===== src/rtl/rename_commit_ctrl.sv =====
// In-order commit controller beside the renaming register file: records allocated
// physical names, tracks completion by tag, retires in order and frees the name.
module rename_commit_ctrl #(
   parameter int unsigned name_width = 1,
   parameter int unsigned depth      = 4,
   parameter int unsigned tag_width  = 2
) (
   input  logic                  CLK,
   input  logic                  RST,
   input  logic                  ALLOC_E,
   input  logic [name_width-1:0] ALLOC_NAME,
   output logic                  ALLOC_READY,
   output logic [tag_width-1:0]  ALLOC_TAG,
   input  logic                  DONE_E,
   input  logic [tag_width-1:0]  DONE_TAG,
   output logic                  FREE_E,
   output logic [name_width-1:0] FREE_NAME,
   output logic [tag_width:0]    COUNT,
   output logic                  EMPTY
);

   localparam logic [tag_width:0] depth_cnt = (tag_width + 1)'(depth);

   logic [depth-1:0]      valid_q;
   logic [depth-1:0]      done_q;
   logic [name_width-1:0] name_q [depth];
   logic [tag_width-1:0]  head_q;
   logic [tag_width-1:0]  tail_q;
   logic [tag_width:0]    count_q;
   logic                  free_e_q;
   logic [name_width-1:0] free_name_q;

   logic do_alloc;
   logic do_done;
   logic do_retire;

   always_comb begin
      do_alloc  = ALLOC_E && ALLOC_READY;
      do_retire = valid_q[head_q] && done_q[head_q];
      // A completion aimed at the slot being allocated this cycle must not leak into the new entry
      do_done   = DONE_E && valid_q[DONE_TAG] && !done_q[DONE_TAG]
                  && !(do_alloc && (DONE_TAG == tail_q));
   end

   always_ff @(posedge CLK or negedge RST) begin
      if (!RST) begin
         valid_q     <= '0;
         done_q      <= '0;
         head_q      <= '0;
         tail_q      <= '0;
         count_q     <= '0;
         free_e_q    <= 1'b0;
         free_name_q <= '0;
      end else begin
         if (do_retire) begin
            valid_q[head_q] <= 1'b0;
            done_q[head_q]  <= 1'b0;
            head_q          <= head_q + 1'b1;
            free_name_q     <= name_q[head_q];
         end
         free_e_q <= do_retire;
         if (do_done)
            done_q[DONE_TAG] <= 1'b1;
         if (do_alloc) begin
            valid_q[tail_q] <= 1'b1;
            done_q[tail_q]  <= 1'b0;
            tail_q          <= tail_q + 1'b1;
         end
         case ({do_alloc, do_retire})
            2'b10:   count_q <= count_q + 1'b1;
            2'b01:   count_q <= count_q - 1'b1;
            default: count_q <= count_q;
         endcase
      end
   end

   // Name storage needs no reset; valid bits guard every read
   always_ff @(posedge CLK) begin
      if (do_alloc)
         name_q[tail_q] <= ALLOC_NAME;
   end

   always_comb begin
      ALLOC_READY = count_q < depth_cnt;
      ALLOC_TAG   = tail_q;
      COUNT       = count_q;
      EMPTY       = count_q == '0;
      FREE_E      = free_e_q;
      FREE_NAME   = free_name_q;
   end

endmodule

===== config.mk =====
export PLATFORM = sky130hd
export DESIGN_NAME = rename_commit_ctrl
export DESIGN_NICKNAME = d
export VERILOG_FILES = /design/src/rtl/rename_commit_ctrl.sv
export SDC_FILE = /design/constraint.sdc
export NUM_CORES = 1
export LEC_CHECK = 0
export CAP_MARGIN = 5
export CORE_UTILIZATION = 33
export DETAILED_ROUTE_END_ITERATION = 10
export SLEW_MARGIN = 20
export SYNTH_ARGS = -nofsm -noshare
export SYNTH_HDL_FRONTEND = slang
export SYNTH_SLANG_ARGS = --single-unit

===== constraint.sdc =====
create_clock -name CLK -period 3 [get_ports CLK]
set_input_delay 0.6 -clock CLK [delete_from_list [all_inputs] [get_ports CLK]]
set_output_delay 0.6 -clock CLK [all_outputs]
set_load 0.01 [all_outputs]

### Word-level counts from Yosys, hierarchy flattened

Memory sizes are Yosys's and may differ from the RTL's. A register that Yosys moved wholly into a read port is not among the register bits.
Cells that the tools add are included.

* bitwise gates (word level): 7
* multiply operators: 0
* multiplexer cells: 22
* reductions and logical operators: 14
* eq/ne operators: 3
* divide/modulo/power cells: 0
* $add $sub $neg: 4
* magnitude comparators: 7
* shift-type cells: 0

Operator list (count)
* 2-to-1 mux 4 bit: 5
* bitwise AND 4 bit: 3
* logical AND 1 bit: 9
* less-than comparator 2 x 3 -> 1 bit (second input constant): 3
* 2-to-1 mux 1 bit: 9
* binary-select mux 1 bit (select 2 bit): 4
* inverter 4 bit: 2
* bitwise OR 4 bit: 2
* demux 1 bit (select 2 bit): 3
* >= comparator 2 x 1 -> 1 bit (second input constant): 3
* case mux 3 bit (2 select lines): 1
* adder 2 x 1 -> 2 bit (second input constant): 2
* adder 3 x 1 -> 3 bit (second input constant): 1
* zero test 1 bit: 3
* zero test 3 bit: 1
* less-than comparator 3 bit (second input constant): 1
* subtractor 3 x 1 -> 3 bit (second input constant): 1
* == test 2 x 1 -> 1 bit (second input constant): 1
* == test 2 bit: 1
* == test 2 bit (second input constant): 1
* nonzero test 2 bit: 1

* bits in writable memories: 4
* memories kept: 1
* latch bits: 0
* register bits after elaboration: 16
* input port bits: 7
* memory bits (read-only): 0
* word-level logic and storage cells: 64

Memories
* name_q: words 4, bits a word 1, rd ports 1, clocked after Yosys merged registers in 1, wr ports 1, RTL line 26 `logic [name_width-1:0] name_q [depth];`

### Depth between registers and ports, before layout

* word-level depth: 11
* depth in mapped cells: 9
* depth with buffers taken out: 8

### Worst setup path before layout

Ideal clock, no wire load.

* kind: input to register
* start point: input ALLOC_E
* end point: register count_q[2] (netlist: COUNT[2])
* path slack: 1.024 ns
* stages: 9
* arrival: 1.896 ns
* cell sequence: nor2b_1 buf_2 inv_1 ha_1 inv_1 fa_1 xor2_1 nor2_1 xnor2_1

* cells in the longest elaborated chain, start to end: 3
* elaborated cells on any way between the ends: 5
* those cells by class: eq/ne: 2; mux: 1; reduce/logical: 2

RTL lines
* from (decl): RTL line 10 `input logic ALLOC_E,`
* logical AND 1 bit (*): RTL line 38 `do_alloc = ALLOC_E && ALLOC_READY;`
* == test 2 x 1 -> 1 bit / == test 2 bit (equally long branches): RTL line 69 `case ({do_alloc, do_retire})`
* case mux 3 bit (2 select lines) / nonzero test 2 bit (equally long branches)
* to (signal assigned): RTL line 70 `2'b10: count_q <= count_q + 1'b1;`
* to (signal assigned): RTL line 71 `2'b01: count_q <= count_q - 1'b1;`
* to (signal assigned): RTL line 72 `default: count_q <= count_q;`
* to (decl): RTL line 29 `logic [tag_width:0] count_q;`

Every way passes the cells marked *; elsewhere a longest branch is shown, timed or not.
A chain may end at the register's enable or synchronous reset.

### Worst setup path in the final report

* start point: register head_q[1]
* end point: register count_q[1] (netlist: COUNT[1])

* cells in the longest elaborated chain, start to end: 5
* elaborated cells on any way between the ends: 9
* those cells by class: eq/ne: 2; mux: 5; reduce/logical: 2

RTL lines
* from (decl): RTL line 27 `logic [tag_width-1:0] head_q;`
* from (signal assigned): RTL line 58 `head_q <= head_q + 1'b1;`
* binary-select mux 1 bit (select 2 bit): RTL line 39 `do_retire = valid_q[head_q] && done_q[head_q];`
* 2-to-1 mux 1 bit (not written as such): RTL line 39
* logical AND 1 bit (*): RTL line 39
* named net do_retire: RTL line 35 `logic do_retire;`
* == test 2 x 1 -> 1 bit / == test 2 bit (equally long branches): RTL line 69
* case mux 3 bit (2 select lines) / nonzero test 2 bit (equally long branches)

Mark *: on every way through the listed nets, which the timed path passes. The rest lies on a longest branch. The select of a mux whose other input is x is not followed.

==> flow_metrics.env <==
export IMPL_grtUsageTotal=0.135
export IMPL_ioPinCount=16
export IMPL_ys_flop_type="dfrtp_1"
export IMPL_fin_nets=143
export IMPL_initial_utilization=0.348
export IMPL_max_slew_margin_rel=0.498
export IMPL_synth_warnings=0
export IMPL_status="finished clean"
export IMPL_cts_resized=0
export IMPL_powerDensity_nw_per_um2=950
export IMPL_numCtsBuffers=3
export IMPL_synth_top_family_by_area="simple AND/OR/NAND/NOR gates"
export IMPL_synthAdderAreaFrac=0.113
export IMPL_vdd_drop_max_mv=0.441
export IMPL_power_w=0.00134
export IMPL_combPwrFrac=0.503
export IMPL_remaining_drc_errors=0
export IMPL_hpwl_um=1650
export IMPL_r2r_start="head_q[1]"
export IMPL_cp_depth=6
export IMPL_die_area_um2=3810
export IMPL_fp_dieW_um=61.8
export IMPL_rsz0062_at_grt="false"
export IMPL_grt_pass1_wl_um=3590
export IMPL_cts_hold_buf=0
export IMPL_synthTopCellsByArea="dfrtp_1 (36%), edfxtp_1 (10%), ha_1 (9.6%)"
export IMPL_netlist_top_cell_by_area="dfrtp_1"
export IMPL_area_growth_pct=20.2
export IMPL_root_buffer="clkbuf_4"
export IMPL_worstHoldEndpoint="FREE_NAME"
export IMPL_route_detailed_wl_per_inst_um=12.8
export IMPL_cp_max_fo=8
export IMPL_p_seq_frac=0.390
export IMPL_grt_ovfl_total=0
export IMPL_critPathArrivalTime_ps=2400
export IMPL_rows=21
export IMPL_ant_nets=0
export IMPL_synth_mux_area_frac=0.0817
export IMPL_firstDrtPassIters=4
export IMPL_clk_latency_ps=320
export IMPL_period_needed_ps=2160
export IMPL_min_path_cells=1
export IMPL_drive_above_1_share=0.120
export IMPL_synth_compound_area_frac=0.103
export IMPL_synthXorXnorAreaFrac=0.0372
export IMPL_final_max_slew_viol_count=0
export IMPL_wl_um=2190
export IMPL_cts_max_path_buffers=2
export IMPL_swShare=0.385
export IMPL_hold_viol_final=0
export IMPL_slowest_stage="mux4_2"
export IMPL_cts_tree="yes"
export IMPL_cpLargestDelayFamily="multiplexers"
export IMPL_rrSetupSlack_ps=840
export IMPL_vias=819
export IMPL_synth_top_area_frac=0.361
export IMPL_drtIter0Drc=47
export IMPL_crit_type="reg -> reg"
export IMPL_via_per_inst=4.79
export IMPL_synth_seq_cells=21
export IMPL_grt_max_degree=18
export IMPL_hp_class="reg -> reg"
export IMPL_cap_violations=0
export IMPL_antenna_found_initial=0
export IMPL_tightest_slew_ps=750
export IMPL_max_freq_mhz=463
export IMPL_syn_nets=123
export IMPL_yosysMostFrequentCell="dfrtp_1"
export IMPL_synth_area_um2=1180
export IMPL_avgSynthCellArea_um2=11.1
export IMPL_crit_buf_inv=2
export IMPL_synth_cells=106
export IMPL_die_y_um=61.8
export IMPL_clk_pin_slew_ps=120
export IMPL_clkSinkCount=21
export IMPL_htreeDepth=1
export IMPL_numPortBuffers=15
export IMPL_final_setup_tns_ps=0
export IMPL_synth_async_reset_ratio=0.810
export IMPL_post_cts_setup_buffers=0
export IMPL_fin_util=0.418
export IMPL_intPower_w=0.000827
export IMPL_setup_viol=0
export IMPL_cp_data_required_time_ps=3240
export IMPL_synth_seq_area_share=0.463
export IMPL_core_area_um2=3390
export IMPL_synth_edf_count=4
export IMPL_clock_power_share=0.106
export IMPL_place_congestion=0.776
export IMPL_p_leak_nw=0.641
export IMPL_synth_common_cells="dfrtp_1 (17), inv_1 (15), nand2_1 (13)"
export IMPL_min_delay_start="FREE_NAME"
export IMPL_synthDistinctLibCells=35
export IMPL_r2r_cells=6
export IMPL_finClkSkew_ps=10.4
export IMPL_cp_cell_sequence="inv_2, mux4_2, ha_1, inv_1, fa_1, mux2i_1"
export IMPL_yosys_area_share_simple=0.148
export IMPL_diodes=0
export IMPL_worstSetupStartpointType="flop"
export IMPL_grt_pass1_vias=800
export IMPL_end_kind="flop"
export IMPL_p_switching_w=0.000518
export IMPL_r2r_end="COUNT[1]"
export IMPL_cp_slowest_stage_delay_ps=620
export IMPL_post_route_period_util=0.720
state kept, by name, indices dropped and copies added, names as in the netlist:
name	cells
ALLOC_TAG	2
COUNT	3
FREE_E	1
FREE_NAME	1
done_q	4
head_q	2
name_q	4
valid_q	4
cells in the final DEF (no fill, tap or decap), types with 2 or more instances in the layout:
cell,instances
xor2_1,2
and2_4,3
nor2_1,2
edfxtp_1,4
a21oi_1,3
mux4_2,2
nand2_1,13
and2_1,4
clkbuf_4,3
o21ai_0,3
dfrtp_1,17
nor3_1,3
a32o_1,2
inv_1,15
xnor2_1,3
ha_1,9
clkdlybuf4s50_1,15
a21o_1,2
final cells by class:
type | instances | area [um^2]
Clock buffer | 3 | 22.5
Tap cell | 46 | 57.6
Clock inverter | 1 | 5.00
Sequential cell | 21 | 546
Inverter | 16 | 60.1
Timing Repair Buffer | 16 | 158
Multi-Input combinational cell | 68 | 568
Fill cell | 336 | 1970
worst register-to-register path: stages (launching register included):
cell and delay (ps):
dfrtp_1 470, inv_2 130, mux4_2 620, ha_1 270, inv_1 70, fa_1 400
mux2i_1 130
metrics by stage:
step	cell area, um^2	setup slack [ps]	hold slack (ps)	std cells
final	1420	841	522	171
after global routing	1420	637	543	171
after CTS	1420	833	528	171
after detailed placement	1390	542	493	167
after global placement	1390	567	498	167
after floorplan	1180	1020	304	106
worst max-delay path by stage:
stage / start / end / slack, ps
3_5_place_dp: ALLOC_E / COUNT[2] / 540
4_1_cts: head_q[1] / COUNT[1] / 830
6_report: head_q[1] / COUNT[1] / 840
2_1_floorplan: ALLOC_E / COUNT[2] / 1020
3_3_place_gp: ALLOC_E / COUNT[2] / 570
5_1_grt: head_q[0] / COUNT[2] / 640
logic make-up after synthesis:
logic type	after synthesis
xor+xnor	5
fa+ha+maj	10
compound gates	16
simple gates	32
flops	21
mux	5
buf+inv	17
layer usage:
metal,up-vias,routed length [um],part of all wire,global-route usage
li1,397,-,-,-
met1,397,1020,0.47,0.166
met2,20,1050,0.48,0.224
met3,5,74,0.034,0.0311
met4,0,40,0.018,0.0667
met5,-,0,0,0
power by group through the flow:
| stage | sequential, W | clock, W | combinational (W) |
|---|---|---|---|
| after floorplan | 0.000527 | 0 | 0.000449 |
| after global placement | 0.000529 | 0 | 0.000674 |
| after detailed placement | 0.000531 | 0 | 0.000683 |
| final | 0.000525 | 0.000143 | 0.000677 |
| after CTS | 0.000526 | 0.000147 | 0.000688 |
| after global routing | 0.000543 | 0.000160 | 0.000766 |
Power figures use the tool's default switching activity.
